`src/rtl/countdown_pkg.sv`:
```
// Shared widths, reset value and state encoding for the countdown controller.
package countdown_pkg;

  localparam int unsigned COUNT_W = 6;
  localparam int unsigned SEG_W   = 7;

  localparam logic [COUNT_W-1:0] COUNT_RESET = 6'h3F;

  typedef enum logic [1:0] {
    IDLE  = 2'd0,
    RUN   = 2'd1,
    PAUSE = 2'd2,
    DONE  = 2'd3
  } cd_state_t;

endpackage

```
`src/rtl/edge_detect.sv`:
```
// Synchronous rising-edge detector; history resets high so a level held
// through reset is not seen as an edge.
module edge_detect (
  input  logic clk,
  input  logic reset,
  input  logic in_i,
  output logic rise_o
);

  logic in_q;

  always_ff @(posedge clk) begin
    if (reset) begin
      in_q <= 1'b1;
    end else begin
      in_q <= in_i;
    end
  end

  assign rise_o = in_i & ~in_q;

endmodule

```
`src/rtl/sevenseg.sv`:
```
// Hex digit to seven-segment pattern, active-high segments ordered {g,f,e,d,c,b,a}.
module sevenseg
  import countdown_pkg::*;
(
  input  logic [3:0]       hex_i,
  output logic [SEG_W-1:0] seg_o
);

  always_comb begin
    seg_o = '0;
    case (hex_i)
      4'h0:    seg_o = 7'h3F;
      4'h1:    seg_o = 7'h06;
      4'h2:    seg_o = 7'h5B;
      4'h3:    seg_o = 7'h4F;
      4'h4:    seg_o = 7'h66;
      4'h5:    seg_o = 7'h6D;
      4'h6:    seg_o = 7'h7D;
      4'h7:    seg_o = 7'h07;
      4'h8:    seg_o = 7'h7F;
      4'h9:    seg_o = 7'h6F;
      4'hA:    seg_o = 7'h77;
      4'hB:    seg_o = 7'h7C;
      4'hC:    seg_o = 7'h39;
      4'hD:    seg_o = 7'h5E;
      4'hE:    seg_o = 7'h79;
      default: seg_o = 7'h71;
    endcase
  end

endmodule

```
`src/rtl/countdown_ctrl.sv`:
```
// Prescaled countdown sequencer with start/pause buttons, programmable load
// and end-of-count alarm, driving two seven-segment digits.
module countdown_ctrl
  import countdown_pkg::*;
#(
  parameter int unsigned TICK_DIV = 50_000_000
) (
  input  logic               clk,
  input  logic               reset,
  input  logic               start,
  input  logic               pause,
  input  logic [COUNT_W-1:0] load_val,
  output logic [COUNT_W-1:0] count,
  output logic               running,
  output logic               done,
  output logic               alarm,
  output logic [SEG_W-1:0]   d0,
  output logic [SEG_W-1:0]   d1
);

  localparam int unsigned PRE_W = (TICK_DIV > 1) ? $clog2(TICK_DIV) : 1;
  localparam logic [PRE_W-1:0] PRE_LAST = PRE_W'(TICK_DIV - 1);

  cd_state_t          state_q;
  logic [COUNT_W-1:0] count_q;
  logic [PRE_W-1:0]   pre_q;
  logic               running_q;
  logic               done_q;
  logic               alarm_q;

  logic start_rise;
  logic pause_rise;
  logic tick_c;
  logic load_c;

  edge_detect u_start_edge (
    .clk    (clk),
    .reset  (reset),
    .in_i   (start),
    .rise_o (start_rise)
  );

  edge_detect u_pause_edge (
    .clk    (clk),
    .reset  (reset),
    .in_i   (pause),
    .rise_o (pause_rise)
  );

  assign tick_c = (state_q == RUN) && (pre_q == PRE_LAST);
  // start reloads from every state except RUN, and beats a coincident pause
  assign load_c = start_rise && (state_q != RUN);

  always_ff @(posedge clk) begin
    if (reset) begin
      state_q   <= IDLE;
      count_q   <= COUNT_RESET;
      pre_q     <= '0;
      running_q <= 1'b0;
      done_q    <= 1'b0;
      alarm_q   <= 1'b0;
    end else begin
      done_q <= 1'b0;
      if (load_c) begin
        count_q <= load_val;
        pre_q   <= '0;
        if (load_val == '0) begin
          state_q   <= DONE;
          running_q <= 1'b0;
          done_q    <= 1'b1;
          alarm_q   <= 1'b1;
        end else begin
          state_q   <= RUN;
          running_q <= 1'b1;
          alarm_q   <= 1'b0;
        end
      end else begin
        case (state_q)
          RUN: begin
            if (tick_c) begin
              pre_q <= '0;
              // reaching zero wins over a coincident pause edge
              if (count_q <= COUNT_W'(1)) begin
                count_q   <= '0;
                state_q   <= DONE;
                running_q <= 1'b0;
                done_q    <= 1'b1;
                alarm_q   <= 1'b1;
              end else begin
                count_q <= count_q - COUNT_W'(1);
                if (pause_rise) begin
                  state_q   <= PAUSE;
                  running_q <= 1'b0;
                end
              end
            end else begin
              pre_q <= pre_q + PRE_W'(1);
              if (pause_rise) begin
                state_q   <= PAUSE;
                running_q <= 1'b0;
              end
            end
          end
          PAUSE: begin
            if (pause_rise) begin
              state_q   <= RUN;
              running_q <= 1'b1;
            end
          end
          default: begin
          end
        endcase
      end
    end
  end

  assign count   = count_q;
  assign running = running_q;
  assign done    = done_q;
  assign alarm   = alarm_q;

  sevenseg u_seg_lo (
    .hex_i (count_q[3:0]),
    .seg_o (d0)
  );

  sevenseg u_seg_hi (
    .hex_i ({2'b00, count_q[5:4]}),
    .seg_o (d1)
  );

endmodule

```
`config.mk`:
```
export PLATFORM = sky130hd
export DESIGN_NAME = countdown_ctrl
export DESIGN_NICKNAME = d
export VERILOG_FILES = /design/src/rtl/countdown_pkg.sv /design/src/rtl/edge_detect.sv /design/src/rtl/sevenseg.sv /design/src/rtl/countdown_ctrl.sv
export SDC_FILE = /design/constraint.sdc
export NUM_CORES = 1
export LEC_CHECK = 0
export CORE_MARGIN = 2
export CORE_UTILIZATION = 50
export DETAILED_ROUTE_END_ITERATION = 12
export PLACE_DENSITY = 0.79
export SLEW_MARGIN = 5
export SYNTH_ARGS = -nofsm -noshare
export SYNTH_HDL_FRONTEND = slang
export SYNTH_SLANG_ARGS = --single-unit
```
`constraint.sdc`:
```
create_clock -name clk -period 2.8 [get_ports clk]
set_input_delay 0.7 -clock clk [delete_from_list [all_inputs] [get_ports clk]]
set_output_delay 0.7 -clock clk [all_outputs]
set_load 0.02 [all_outputs]
```
; Word-level counts from Yosys, hierarchy flattened
; Memory sizes are Yosys's and may differ from the RTL's. A register that Yosys moved wholly into a read port is not among the register bits.
; Index checks and enable logic that the tools add are counted.
[classes]
n_bitwise = 4
multipliers = 0
n_addsub = 2
n_mux = 32
magnitude_cmp = 1
n_shift = 0
div_mod_pow = 0
n_eq_ne = 5
n_reduce_logical = 11
[op_table]
columns = cell, n
row1 = "adder 26 x 1 -> 26 bit, second input constant", 1
row2 = "== test 26 bit, second input constant", 1
row3 = two-way mux 26 bit, 1
row4 = two-way mux 6 bit, 4
row5 = two-way mux 4 bit, 4
row6 = two-way mux 1 bit, 15
row7 = two-way mux 2 bit, 6
row8 = "<= comparator 6 x 1 -> 1 bit, second input constant", 1
row9 = zero test 6 bit, 1
row10 = nonzero test 2 bit, 3
row11 = "subtractor 6 x 1 -> 6 bit, second input constant", 1
row12 = case mux 2 bit (2 select lines), 1
row13 = AND reduction 2 bit, 2
row14 = "inequality test 3 bit, second input constant", 1
row15 = AND reduction 3 bit, 1
row16 = nonzero test 3 bit, 1
row17 = bitwise AND 1 bit, 2
row18 = "== test 2 x 1 -> 1 bit, second input constant", 1
row19 = "== test 2 bit, second input constant", 1
row20 = logical AND 1 bit, 2
row21 = "inequality test 2 x 1 -> 1 bit, second input constant", 1
row22 = NOT 1 bit, 2
row23 = case mux 1 bit (2 select lines), 1
row24 = OR reduction 2 bit, 1
[totals]
memories = 2
ram_bits = 0
elab_cells = 65
register_bits = 39
input_bits = 10
latch_bits = 0
rom_bits = 224
out_inout_bits = 23
[memory_table]
columns = name, words, word_bits, read_ports, rd_ports_with_merged_regs, wr, line
row1 = (name not given), 16, 7, 1, 1, 0, sevenseg.sv:11  ; case (hex_i)
row2 = (name not given), 16, 7, 1, 1, 0, sevenseg.sv:11

; Logic depth before layout (Yosys ltp)
[logic_depth]
depth_word = 7
ltp_mapped = 11
ltp_nobuf = 11

; Hierarchy
; From an unflattened synthesis, not the netlist that was laid out.
[hier_totals]
cells_unflattened = 305
area_unflattened_um2 = 2537.4
[modules_own_cells]
columns = mod, cells_each, area_per_inst_um2, instances
row1 = countdown_ctrl, 233, 1896.8, 1
row2 = sevenseg, 33, 287.8, 2
row3 = edge_detect, 3, 32.5, 2

; Worst setup path before layout
; OpenSTA, ideal clock, no wires.
[synth_timing]
path_type = flip-flop to flip-flop
startpoint = register count_q[0] (netlist: count[0])
endpoint = register u_seg_lo.seg_o[3] (netlist name)
t_arrival_ns = 2.249
path_slack_ns = 0.476
synth_period_minus_slack_ns = 2.324
setup_ns = 0.075
path_stages_with_launch = 12
n_path_buf = 0
path_cell_list = dfxtp_1 inv_1 ha_1 or2_2 and2_1 o2111ai_1 o311a_1 inv_1 ha_1 inv_1 mux2i_1 o22ai_1
[synth_between]
elab_chain_len = 7
elab_cells_between_ends = 8
classes_between = 1 x add/sub / 1 x order compare / 6 x mux
[synth_lines]
columns = item, line
row1 = start: declaration, countdown_ctrl.sv:25  ; logic [COUNT_W-1:0] count_q;
row2 = start signal: assignment, countdown_ctrl.sv:65  ; count_q <= load_val;
row3 = start signal: assignment, countdown_ctrl.sv:90  ; count_q <= count_q - COUNT_W'(1);
row4 = subtractor 6 x 1 -> 6 bit or <= comparator 6 x 1 -> 1 bit (tied branches), "countdown_ctrl.sv:90, countdown_ctrl.sv:83"
row5 = two-way mux 6 bit, countdown_ctrl.sv:83  ; if (count_q <= COUNT_W'(1)) begin
row6 = two-way mux 6 bit, countdown_ctrl.sv:80  ; if (tick_c) begin
row7 = two-way mux 6 bit, countdown_ctrl.sv:78  ; case (state_q)
row8 = two-way mux 6 bit, countdown_ctrl.sv:64  ; if (load_c) begin
row9 = two-way mux 4 bit (no source line) * (2 in series), -
; Mark *: on every way between the ends. The rest lies on a longest branch, timed or not. The select of a mux whose other input is x is not followed.
; A chain may end at the register's enable or synchronous reset.

; Final worst setup path
[layout_timing]
startpoint = register count_q[0] (netlist: count[0])
endpoint = register u_seg_lo.seg_o[6] (netlist name)
[layout_between]
elab_chain_len = 7
elab_cells_between_ends = 8
classes_between = 1 x add/sub / 1 x order compare / 6 x mux
[layout_lines]
columns = item, line
row1 = subtractor 6 x 1 -> 6 bit or <= comparator 6 x 1 -> 1 bit (tied branches), "countdown_ctrl.sv:90, countdown_ctrl.sv:83"
row2 = two-way mux 6 bit, countdown_ctrl.sv:83
row3 = two-way mux 6 bit, countdown_ctrl.sv:80
row4 = two-way mux 6 bit, countdown_ctrl.sv:78
row5 = two-way mux 6 bit, countdown_ctrl.sv:64
row6 = two-way mux 4 bit (no source line) * (2 in series), -
; Marks and branches as above.

==> run summary <==
In the final layout, the multi-input gates occupy 0.00148 mm2. In this run the worst path has a maximum fanout of 5. Leakage power: 1.32 nW. The congestion estimate from routability-driven global placement came to 0.886. The critical path starts at count[0]. For the pin with the worst max-slew slack, the measured transition is 0.643 ns. The tools report the number of different library cells in the post-synthesis netlist as 52. The library cell contributing the largest single delay on the critical path is dfxtp_1. The leading register cell type out of synthesis is dfxtp_1. The arrival time of the worst setup path was 2.76 ns; the filler-free cell count of the finished design was 413. In this design, the stage delay of the slowest critical-path cell is 0.43 ns.

For this run, design rule violations remaining after detail routing come to 0. The final wirelength came out at 5.53 mm. The total power divided by cell area was 465 mW/mm2.

For the worst setup path, the data required time is 3.04 ns. The synthesized netlist occupies a cell area of 0.00264 mm2. The die area was 0.00587 mm2; the number of primary I/O pins was 33. The fraction of layout cells with a size suffix above 1 was 11.4%.

The tools report the critical path capture point as u_seg_lo.seg_o[6]. After the first detailed-routing iteration, the DRC count stood at 85. The number of nets in the layout came out at 362.

The top cell types in the final layout, fill and taps aside, are 51 x dfxtp_1, 40 x nor2_1, 31 x clkdlybuf4s50_1. The share of flip-flops with an asynchronous set or reset after synthesis is 0%, and the average footprint of a synthesized cell is 8.80 um2. In the final routed layout, each cell accounts on average for 13.4 um. The number of placed instances, taps included was 403. The flow ran to the end, and the final reports show no timing, DRC or antenna violations. The design draws 1.49 mW. The clock edge transition at the registers on the reported setup and hold paths is 0.10 ns.

The tools report the number of diodes added for antenna fixing as 0. Register area share after synthesis: 38.7%. The worst ir drop on vdd came out at 0.000267 V.

The area of placed instances was 0.00307 mm2. Entering global routing, the biggest net connects 16 pins. The tools report the worst flop-to-flop path endpoint as u_seg_lo.seg_o[6]. The later pin in the worst-skew pair is clocked with a latency of 0.31 ns. No sink is reached through more buffers than the 2 on the longest clock path. The global route total overflow came out at 0. Yosys mapped a number of flops with a built-in enable equal to 0. For the worst flop-to-flop path, the logic depth is 10. The final-report setup violation count was 0. The share of the clock period used by the worst path works out to 90.3%. The logs give 51 for the CTS sink count and 9.65 mm for the wire length of the first global-routing pass.

The die span in y is 76.6 um. After floorplanning, the core was sized to cover 0.00511 mm2. The path type of the worst min-delay path is reg -> reg. Instance count of the mapped netlist: 300. In this run, synthesis produced a sequential element count of 51. Global routing used 19.9% of the available tracks. The final cell area excluding filler cells was 0.00320 mm2; the synthesis warning total was 0.

Leaving out fill and tap cells, the most frequent cell in the layout is dfxtp_1. The final critical delay including setup and external delays was 2.53 ns; the worst-case headroom to the max-slew limit was 57.0%. The tools report the startpoint type of the worst setup path as a flop.

The number of nets handed over by synthesis was 320. The number of slew-limit violations in the final report was 0; the via count of the first global-routing pass was 2201. The area growth from synthesis to layout works out to 21.3%. The run gives 0 as the number of antenna violations at the first check in global routing. Setup slack of the worst register-to-register path: 0.27 ns.

The logs give 0 for the number of nets with antenna violations after detailed routing and 2250 for the total via count after detailed routing. Buffers inserted during clock tree synthesis total 5. Based on the critical path, the design can be clocked at up to 396 MHz. In this run the clock root is driven by a clkbuf_8. In the routed layout, each cell is associated on average with a via count of 5.45. The count of standard-cell rows is 26. The tools report the source of the worst register-to-register timing path as count[0]. After legalization and detailed placement, the total HPWL measured 4.25 mm. The run gives 0 as the total of max-cap violations. The critical path is of the reg -> reg type.

The H-tree was split into 2 levels. The critical path goes through inv_1, ha_1, or2_2, and2_1, o2111ai_1, o311a_1, inv_1, buf_4, ha_1, a22oi_1. Once the floorplan was initialized, standard cells occupied 51.7% of the core. The sequential cells in the finished layout cover a total of 0.00102 mm2. The floorplan step set the die width to 76.6 um.

STA classifies the critical path endpoint as a flop. Setup repair after global routing left no endpoint under its margin. TritonCTS built the clock tree.

The total of fill cells in the finished design is 451, and the worst setup skew after layout is 0.0165 ns. The number of hold violations in the final report was 0; the number of hold-repair buffers added at the cts stage was 0. The first TritonRoute pass finished after 4 iterations.

Buffers placed on the I/O ports in this run total 31.
worst min-delay path by stage:
stage | cells after the start | from | end | slack [ns]
2_1_floorplan | 2 | pre_q[18] | pre_q[18] | 0.47
3_3_place_gp | 2 | alarm | alarm | 0.45
3_5_place_dp | 2 | alarm | alarm | 0.45
4_1_cts | 2 | alarm | alarm | 0.47
5_1_grt | 2 | alarm | alarm | 0.50
6_report | 2 | alarm | alarm | 0.46
area by class of cell:
| class | count | area share, % |
|---|---|---|
| clock buffers | 6 | 2.58 |
| flip-flops and latches | 51 | 31.9 |
| repair buffers | 47 | 13.4 |
| inverters | 17 | 1.99 |
| well taps | 70 | 2.74 |
| multi-input cells | 220 | 46.2 |
| clock inverters | 2 | 1.09 |
worst max-delay path, delay by kind of cell (launching register included):
family / cells / cell delay [ns]
compound gates: 3 / 0.72
buf+inv: 3 / 0.34
fa+ha+maj: 2 / 0.44
simple gates: 2 / 0.52
flops: 1 / 0.43
logic make-up (layout without fill, tap and decap cells):
| group | count (synthesis) | after routing | share of synthesized area (%) |
|---|---|---|---|
| other | 1 | 1 | 0.142 |
| and+or+nand+nor | 139 | 139 | 30.3 |
| muxes | 6 | 6 | 2.28 |
| buffers and inverters | 29 | 72 | 5.22 |
| adders and majority gates | 10 | 10 | 4.74 |
| xor gates and xnor gates | 22 | 22 | 7.30 |
| AOI/OAI and AO/OA | 42 | 42 | 11.3 |
| DFF | 51 | 51 | 38.7 |
power breakdown:
part	internal [mW]	switching, mW
registers	0.748	0.0189
clock network	0.289	0.240
logic	0.0901	0.103
total	1.13	0.362
registers in the layout, indices dropped and copies added (netlist names):
signal	cells
pre_q	26
u_seg_lo.seg_o	7
count	6
u_seg_hi.seg_o	5
state_q	2
alarm	1
done	1
running	1
u_pause_edge.in_q	1
u_start_edge.in_q	1
per-layer routing:
layer / up-vias / track usage [%] / routed length, um
met2: 44 / 35.6 / 2790
li1: 1132 / - / -
met3: 6 / 4.74 / 232
met4: 0 / 4.91 / 45
met5: - / 0 / 0
met1: 1068 / 23.9 / 2470
Yosys cell counts, types with 3 or more instances:
master | n | area share [%]
nor4_1 | 3 | 0.71
inv_1 | 17 | 2.4
or2_2 | 3 | 0.71
nor2_1 | 40 | 5.7
a21oi_1 | 11 | 2.1
nand2_1 | 23 | 3.3
nand4_1 | 8 | 1.9
a22oi_1 | 4 | 1.1
nand3_1 | 13 | 2.5
mux2i_1 | 6 | 2.3
a21o_1 | 3 | 0.85
xnor2_1 | 10 | 3.3
and2_1 | 3 | 0.71
nor3_1 | 12 | 2.3
nor2b_1 | 4 | 0.95
or3_1 | 8 | 1.9
a31oi_1 | 5 | 1.2
nor4_4 | 3 | 2.4
clkbuf_1 | 5 | 0.71
buf_4 | 3 | 0.85
nand2b_1 | 4 | 0.95
dfxtp_1 | 51 | 39
o21ai_0 | 5 | 0.95
ha_1 | 10 | 4.7
xor2_1 | 12 | 4.0
through the flow:
stage                     setup WS (ns)  setup TNS (ns)  util, %  hold slack [ns]
final                             0.272               0     62.7            0.464
after floorplan                   0.476               0        -            0.467
after CTS                         0.157               0     62.4            0.472
after global placement           0.0878               0     60.1            0.454
after global routing             0.0262               0     62.7            0.501
after detailed placement        -0.0428         -0.0991     60.1            0.455
timing repair:
| item | in CTS | in global routing |
|---|---|---|
| setup endpoints to repair | 0 | 6 |
| resized for setup | 0 | 0 |
| buffers inserted | 0 | 2 |
(Power assumes the default switching activity.)
